## src/rtl/noc_pkg.sv

```systemverilog
// noc_pkg: router-wide constants and allocator state type shared by crossbar, route compute and allocator
package noc_pkg;
  localparam int NUM_PORTS = 5;
  localparam int PORT_L = 0;
  localparam int PORT_N = 1;
  localparam int PORT_E = 2;
  localparam int PORT_W = 3;
  localparam int PORT_S = 4;
  localparam int SEL_W = 3;
  localparam logic [SEL_W-1:0] SEL_IDLE = 3'd5;
  localparam int FLIT_W = 8;
  typedef enum logic {ST_IDLE, ST_LOCKED} alloc_state_e;
endpackage

```

## src/rtl/rr_arbiter.sv

```systemverilog
// rr_arbiter: 5-request round-robin arbiter, first request at or after i_ptr wins
// i_req: request vector; i_ptr: search start (0..4)
// o_gnt: one-hot winner (zero when no request); o_idx: encoded winner
module rr_arbiter
  import noc_pkg::*;
(
  input  logic [NUM_PORTS-1:0] i_req,
  input  logic [SEL_W-1:0]     i_ptr,
  output logic [NUM_PORTS-1:0] o_gnt,
  output logic [SEL_W-1:0]     o_idx
);
  logic [SEL_W-1:0] w_j;
  // Search backwards so the last hit written is the first one in cyclic order.
  always_comb begin
    o_idx = '0;
    w_j = '0;
    for (int k = NUM_PORTS - 1; k >= 0; k--) begin
      w_j = SEL_W'((32'(i_ptr) + k) % NUM_PORTS);
      if (i_req[w_j]) o_idx = w_j;
    end
  end
  assign o_gnt = |i_req ? NUM_PORTS'(1) << o_idx : '0;
endmodule

```

## src/rtl/switch_allocator.sv

```systemverilog
// switch_allocator: per-output round-robin allocation with wormhole locking for the 5-port router
// clk, rst_n (async active-low); req/dest/tail per input (L,N,E,W,S = 0..4, dest 3 bits each)
// out_ready per output; grant per input; out_valid per output; Select_<o> crossbar selects (5 = idle)
// Optional: SW_ALLOC_TIMEOUT_EN releases a lock after TIMEOUT stalled cycles.
module switch_allocator
  import noc_pkg::*;
#(
  parameter int TIMEOUT = 16
) (
  input  logic                       clk,
  input  logic                       rst_n,
  input  logic [NUM_PORTS-1:0]       req,
  input  logic [SEL_W*NUM_PORTS-1:0] dest,
  input  logic [NUM_PORTS-1:0]       tail,
  input  logic [NUM_PORTS-1:0]       out_ready,
  output logic [NUM_PORTS-1:0]       grant,
  output logic [NUM_PORTS-1:0]       out_valid,
  output logic [SEL_W-1:0]           Select_L,
  output logic [SEL_W-1:0]           Select_N,
  output logic [SEL_W-1:0]           Select_E,
  output logic [SEL_W-1:0]           Select_W,
  output logic [SEL_W-1:0]           Select_S
);
  alloc_state_e [NUM_PORTS-1:0]                r_state;
  logic [NUM_PORTS-1:0][SEL_W-1:0]             r_owner;
  logic [NUM_PORTS-1:0][SEL_W-1:0]             r_ptr;
  logic [NUM_PORTS-1:0][NUM_PORTS-1:0]         w_cand;
  logic [NUM_PORTS-1:0][NUM_PORTS-1:0]         w_gnt;
  logic [NUM_PORTS-1:0][SEL_W-1:0]             w_win;
  logic [NUM_PORTS-1:0][SEL_W-1:0]             w_sel;
  logic [NUM_PORTS-1:0]                        w_lock;
  logic [NUM_PORTS-1:0]                        w_busy;
  logic [NUM_PORTS-1:0]                        w_go;
  logic [NUM_PORTS-1:0]                        w_taken;
  logic [NUM_PORTS-1:0]                        w_rel;
  logic [NUM_PORTS-1:0]                        w_to;
  always_comb begin
    w_busy = '0;
    grant = '0;
    out_valid = '0;
    w_rel = '0;
    w_lock = '0;
    w_sel = '0;
    for (int o = 0; o < NUM_PORTS; o++) begin
      w_lock[o] = r_state[o] == ST_LOCKED;
      w_sel[o] = w_lock[o] ? r_owner[o] : SEL_IDLE;
      out_valid[o] = w_lock[o] & req[r_owner[o]] & out_ready[o];
      w_rel[o] = out_valid[o] & tail[r_owner[o]];
      if (w_lock[o]) begin
        w_busy[r_owner[o]] = 1'b1;
        grant[r_owner[o]] = grant[r_owner[o]] | out_ready[o];
      end
    end
  end
  for (genvar o = 0; o < NUM_PORTS; o++) begin : g_arb
    for (genvar p = 0; p < NUM_PORTS; p++) begin : g_cand
      assign w_cand[o][p] = req[p] & (dest[SEL_W*p +: SEL_W] == SEL_W'(o)) & ~w_busy[p];
    end
    rr_arbiter u_arb (
      .i_req(w_cand[o]),
      .i_ptr(r_ptr[o]),
      .o_gnt(w_gnt[o]),
      .o_idx(w_win[o])
    );
  end
  // An input claimed by a lower-numbered output in the same cycle is withheld from higher ones.
  always_comb begin
    w_taken = '0;
    w_go = '0;
    for (int o = 0; o < NUM_PORTS; o++) begin
      w_go[o] = ~w_lock[o] & |(w_gnt[o] & ~w_taken);
      w_taken = w_taken | w_gnt[o];
    end
  end
  always_ff @(posedge clk or negedge rst_n) begin
    if (!rst_n) begin
      for (int o = 0; o < NUM_PORTS; o++) begin
        r_state[o] <= ST_IDLE;
        r_owner[o] <= '0;
        r_ptr[o] <= '0;
      end
    end else begin
      for (int o = 0; o < NUM_PORTS; o++) begin
        if (w_go[o]) begin
          r_state[o] <= ST_LOCKED;
          r_owner[o] <= w_win[o];
        end else if (w_lock[o] && (w_rel[o] || w_to[o])) begin
          r_state[o] <= ST_IDLE;
          r_ptr[o] <= r_owner[o] == SEL_W'(NUM_PORTS - 1) ? '0 : r_owner[o] + 1'b1;
        end
      end
    end
  end
`ifdef SW_ALLOC_TIMEOUT_EN
  localparam int CNT_W = $clog2(TIMEOUT + 1);
  logic [NUM_PORTS-1:0][CNT_W-1:0] r_cnt;
  // The stall that brings the count to TIMEOUT releases the lock at the same edge.
  always_comb begin
    w_to = '0;
    for (int o = 0; o < NUM_PORTS; o++)
      w_to[o] = w_lock[o] & ~out_valid[o] & (r_cnt[o] == CNT_W'(TIMEOUT - 1));
  end
  always_ff @(posedge clk or negedge rst_n) begin
    if (!rst_n) begin
      r_cnt <= '0;
    end else begin
      for (int o = 0; o < NUM_PORTS; o++)
        r_cnt[o] <= (!w_lock[o] || out_valid[o] || w_to[o]) ? '0 : r_cnt[o] + 1'b1;
    end
  end
`else
  assign w_to = '0;
`endif
  assign Select_L = w_sel[PORT_L];
  assign Select_N = w_sel[PORT_N];
  assign Select_E = w_sel[PORT_E];
  assign Select_W = w_sel[PORT_W];
  assign Select_S = w_sel[PORT_S];
endmodule

```

## config.mk

```make
export PLATFORM = sky130hd
export DESIGN_NAME = switch_allocator
export DESIGN_NICKNAME = d
export VERILOG_FILES = /design/src/rtl/noc_pkg.sv /design/src/rtl/rr_arbiter.sv /design/src/rtl/switch_allocator.sv
export SDC_FILE = /design/constraint.sdc
export NUM_CORES = 1
export LEC_CHECK = 0
export ABC_AREA = 1
export BUFFER_PORTS_ARGS = -buffer_cell sky130_fd_sc_hd__buf_2
export CAP_MARGIN = 10
export CORE_MARGIN = 2
export CORE_UTILIZATION = 46
export DETAILED_ROUTE_END_ITERATION = 10
export GPL_TIMING_DRIVEN = 0
export PLACE_DENSITY = 0.7
export SLEW_MARGIN = 25
export SYNTH_ARGS = -nofsm -noshare
export SYNTH_HDL_FRONTEND = slang
export SYNTH_SLANG_ARGS = --single-unit
```

## constraint.sdc

```tcl
create_clock -name clk -period 4.1 [get_ports clk]
set_clock_uncertainty 0.05 [all_clocks]
set_input_delay 0 -clock clk [delete_from_list [all_inputs] [get_ports clk]]
set_output_delay 0 -clock clk [all_outputs]
set_load 0.1 [all_outputs]
```

==> results.md <==
* Clock transition at path regs at 0.06 ns
* Clk_lat worst skew at 0.30 ns
* Outcome: finished, violations left
* Hold WC Path Type: primary input to register
* Post-synth ARST share at 1.00
* Crit Reg-Reg Endpoint: r_owner[11]
* Initial Util at 0.472
* Avg Cell Area, Syn at 5.84 um2
* Core Rows at 54
* Yosys Warn Count at 0
* Syn-to-layout area delta at 23.8%
* 1st-pass router iterations at 9
* Worst-margin pin slew at 0.904 ns
* CP required at 4.25 ns
* Worst-path fanout max at 5
* Hold Path Sink: r_ptr[10]
* Top cells by area, synth: nand2_1 (18%), ha_1 (15%), nand3_1 (9.7%)
* Reg2Reg Setup Slack at -0.06 ns
* Largest area contributor in the netlist: nand2_1
* Period utilization at 1.01
* Die Height at 154 um
* Synth Register Bits at 35
* CP Capture Type: register
* Die width at 154 um
* Share of the synthesized area in the top cell type at 0.183
* Placed instance count at 2,112
* Top Ports at 57
* Remaining Overflow, GRT at 0
* Setup WS post-layout at -0.0606 ns
* WL final at 32,300 um
* Rel. slew slack at 0.397
* CTS Sinks at 35
* RSZ-0062 raised after global routing: true
* Antenna violations before repair at 4
* CTS tree: built
* Global-route usage over all layers at 0.254
* Mapped cell area at 10,400 um2
* Non-filler cells, final at 2,218
* 1st-iter DRT viols at 838
* Total CTS buffers at 5
* Largest net degree at the start of global routing at 36
* Crit path time final at 4.16 ns
* Reg2Reg Depth at 33
* Worst Setup Start Kind: register
* Worst EP arrival at 4.31 ns
* Post-DP Area at 11,000 um2
* Clk root buf: clkbuf_16
* Setup TNS at -0.273 ns
* Slowest CP cell: dfrtp_2
* Antenna-violating nets left at 0
* Endpoints failing hold at 0
* Final-report max-slew violation count at 0
* Final HPWL DP at 23,700 um
* Crit path kind: register to register
* Vias in the first global route at 10,400
* Residual DRC at 2
* Final instance area at 12,800 um2
* Main synth FF type: dfrtp_1
* Post-Synthesis Net Count at 1,934
* RR Startpoint: r_ptr[3]
* Synth top cells by count: nand2_1 (507), inv_1 (256), nand3_1 (201)
* Nets at 2,093
* Via/cell ratio at 5.36
* Max cap viols at 0
* Core ar. at 22,000 um2
* Final setup viols at 6
* Failing checks: design-rule violations, negative setup slack
* Port buffer count at 56
* Max incr delay on CP at 0.38 ns
* Global-route wire length before repair at 49,800 um
* Wirelength per Cell at 14.5 um
* Post-synthesis sequential area ratio at 0.0844
* Layout cell share with drive strength beyond 1 at 0.273
* Most frequent CP cell: nand2_2
* Die area at 23,800 um2
* Hold path depth at 5
* Clock Path Buffers at 2
* Post-synth EDFFs at 0
* Vias at 11,900
* Hold path start: out_ready[3]
* Htree depth at 2
* Yosys cell types at 63
* Fmax at 240 MHz
* GPL Wtd Cong at 0.974
* Most instantiated library cell after synthesis: nand2_1
* Post-synthesis instance total at 1,776
-- worst max-delay path, delay by kind of cell, from the launching register on --
kind	cells	cell delay, ns
xor+xnor	1	0.19
compound gates	2	0.22
fa+ha+maj	3	0.75
flops	1	0.38
buf+inv	6	0.55
simple gates	21	1.91
-- cells in the final DEF (no fill, tap or decap), drive strengths merged, types with 7 or more instances in the layout --
cell type and count:
a21oi 58, buf 171, clkbuf 14, clkinvlp 7, dfrtp 35, ha 124
inv 284, nand2 561, nand3 227, nand3b 26, nand4 35, nor2 151
nor3 17, o211ai 14, o21ai 109, or2 13, xnor2 7, xor2 33
-- per-stage QoR --
step / utilization / setup WS (ns) / hold WS, ns
after detailed placement: 0.501 / -0.792 / 0.125
final: 0.585 / -0.0606 / 0.203
after floorplan: - / 0.0127 / -0.346
after global routing: 0.585 / -0.250 / 0.258
after global placement: 0.501 / -0.755 / 0.110
after CTS: 0.537 / 0.00403 / 0.177
-- logic make-up (layout without fill, tap and decap cells) --
group           count (synthesis)  in the layout  share of synthesized area
fa+ha+maj                     126            126                      0.153
other cells                     0              2                          0
compound gates                216            216                      0.125
mux                             1              1                   0.000965
simple gates                 1036           1036                      0.471
flops                          35             35                     0.0844
buf+inv                       322            482                      0.124
xor+xnor                       40             40                     0.0407
-- cell type report --
| cell class | instances | area, um2 |
|---|---|---|
| inverters | 293 | 1180 |
| well taps | 280 | 350 |
| fillers | 2105 | 9120 |
| multi-input cells | 1419 | 9030 |
| flip-flops and latches | 35 | 892 |
| diodes | 2 | 5.00 |
| repair buffers | 152 | 1020 |
| clock inverters | 3 | 23.8 |
| clock buffers | 5 | 125 |
| plain buffers | 29 | 220 |
-- what timing repair did --
action,CTS,global route
buffers inserted,40,55
hold buffers,1,0
endpoints found under the hold margin,35,0
pin swaps,33,104
setup endpoints to repair,16,17
gates resized for setup,102,145
-- worst max-delay path by stage --
stage          startpoint          end  slack [ns]  cells past startpoint
6_report         r_ptr[3]  r_owner[11]       -0.06                     33
5_1_grt          r_ptr[3]  r_owner[11]       -0.25                     33
4_1_cts          r_ptr[6]   r_state[4]       0.004                     32
3_5_place_dp    r_ptr[12]   r_state[4]       -0.79                     33
3_3_place_gp    r_ptr[12]   r_state[4]       -0.76                     33
2_1_floorplan   r_ptr[12]   r_state[4]        0.01                     33
-- registers in the layout (all words and copies together) (netlist names) --
register / count
r_owner: 15
r_ptr: 15
r_state: 5
-- routing by layer --
metal,vias up,GRT usage,routed length [um]
li1,6034,-,-
met1,5485,0.340,14400
met2,322,0.432,15300
met3,53,0.0335,1820
met4,4,0.0628,655
met5,-,0,30
Power is left out: the tool's default activity adds up to more than one toggle a clock period on the data nets, which glitch-free logic cannot reach.
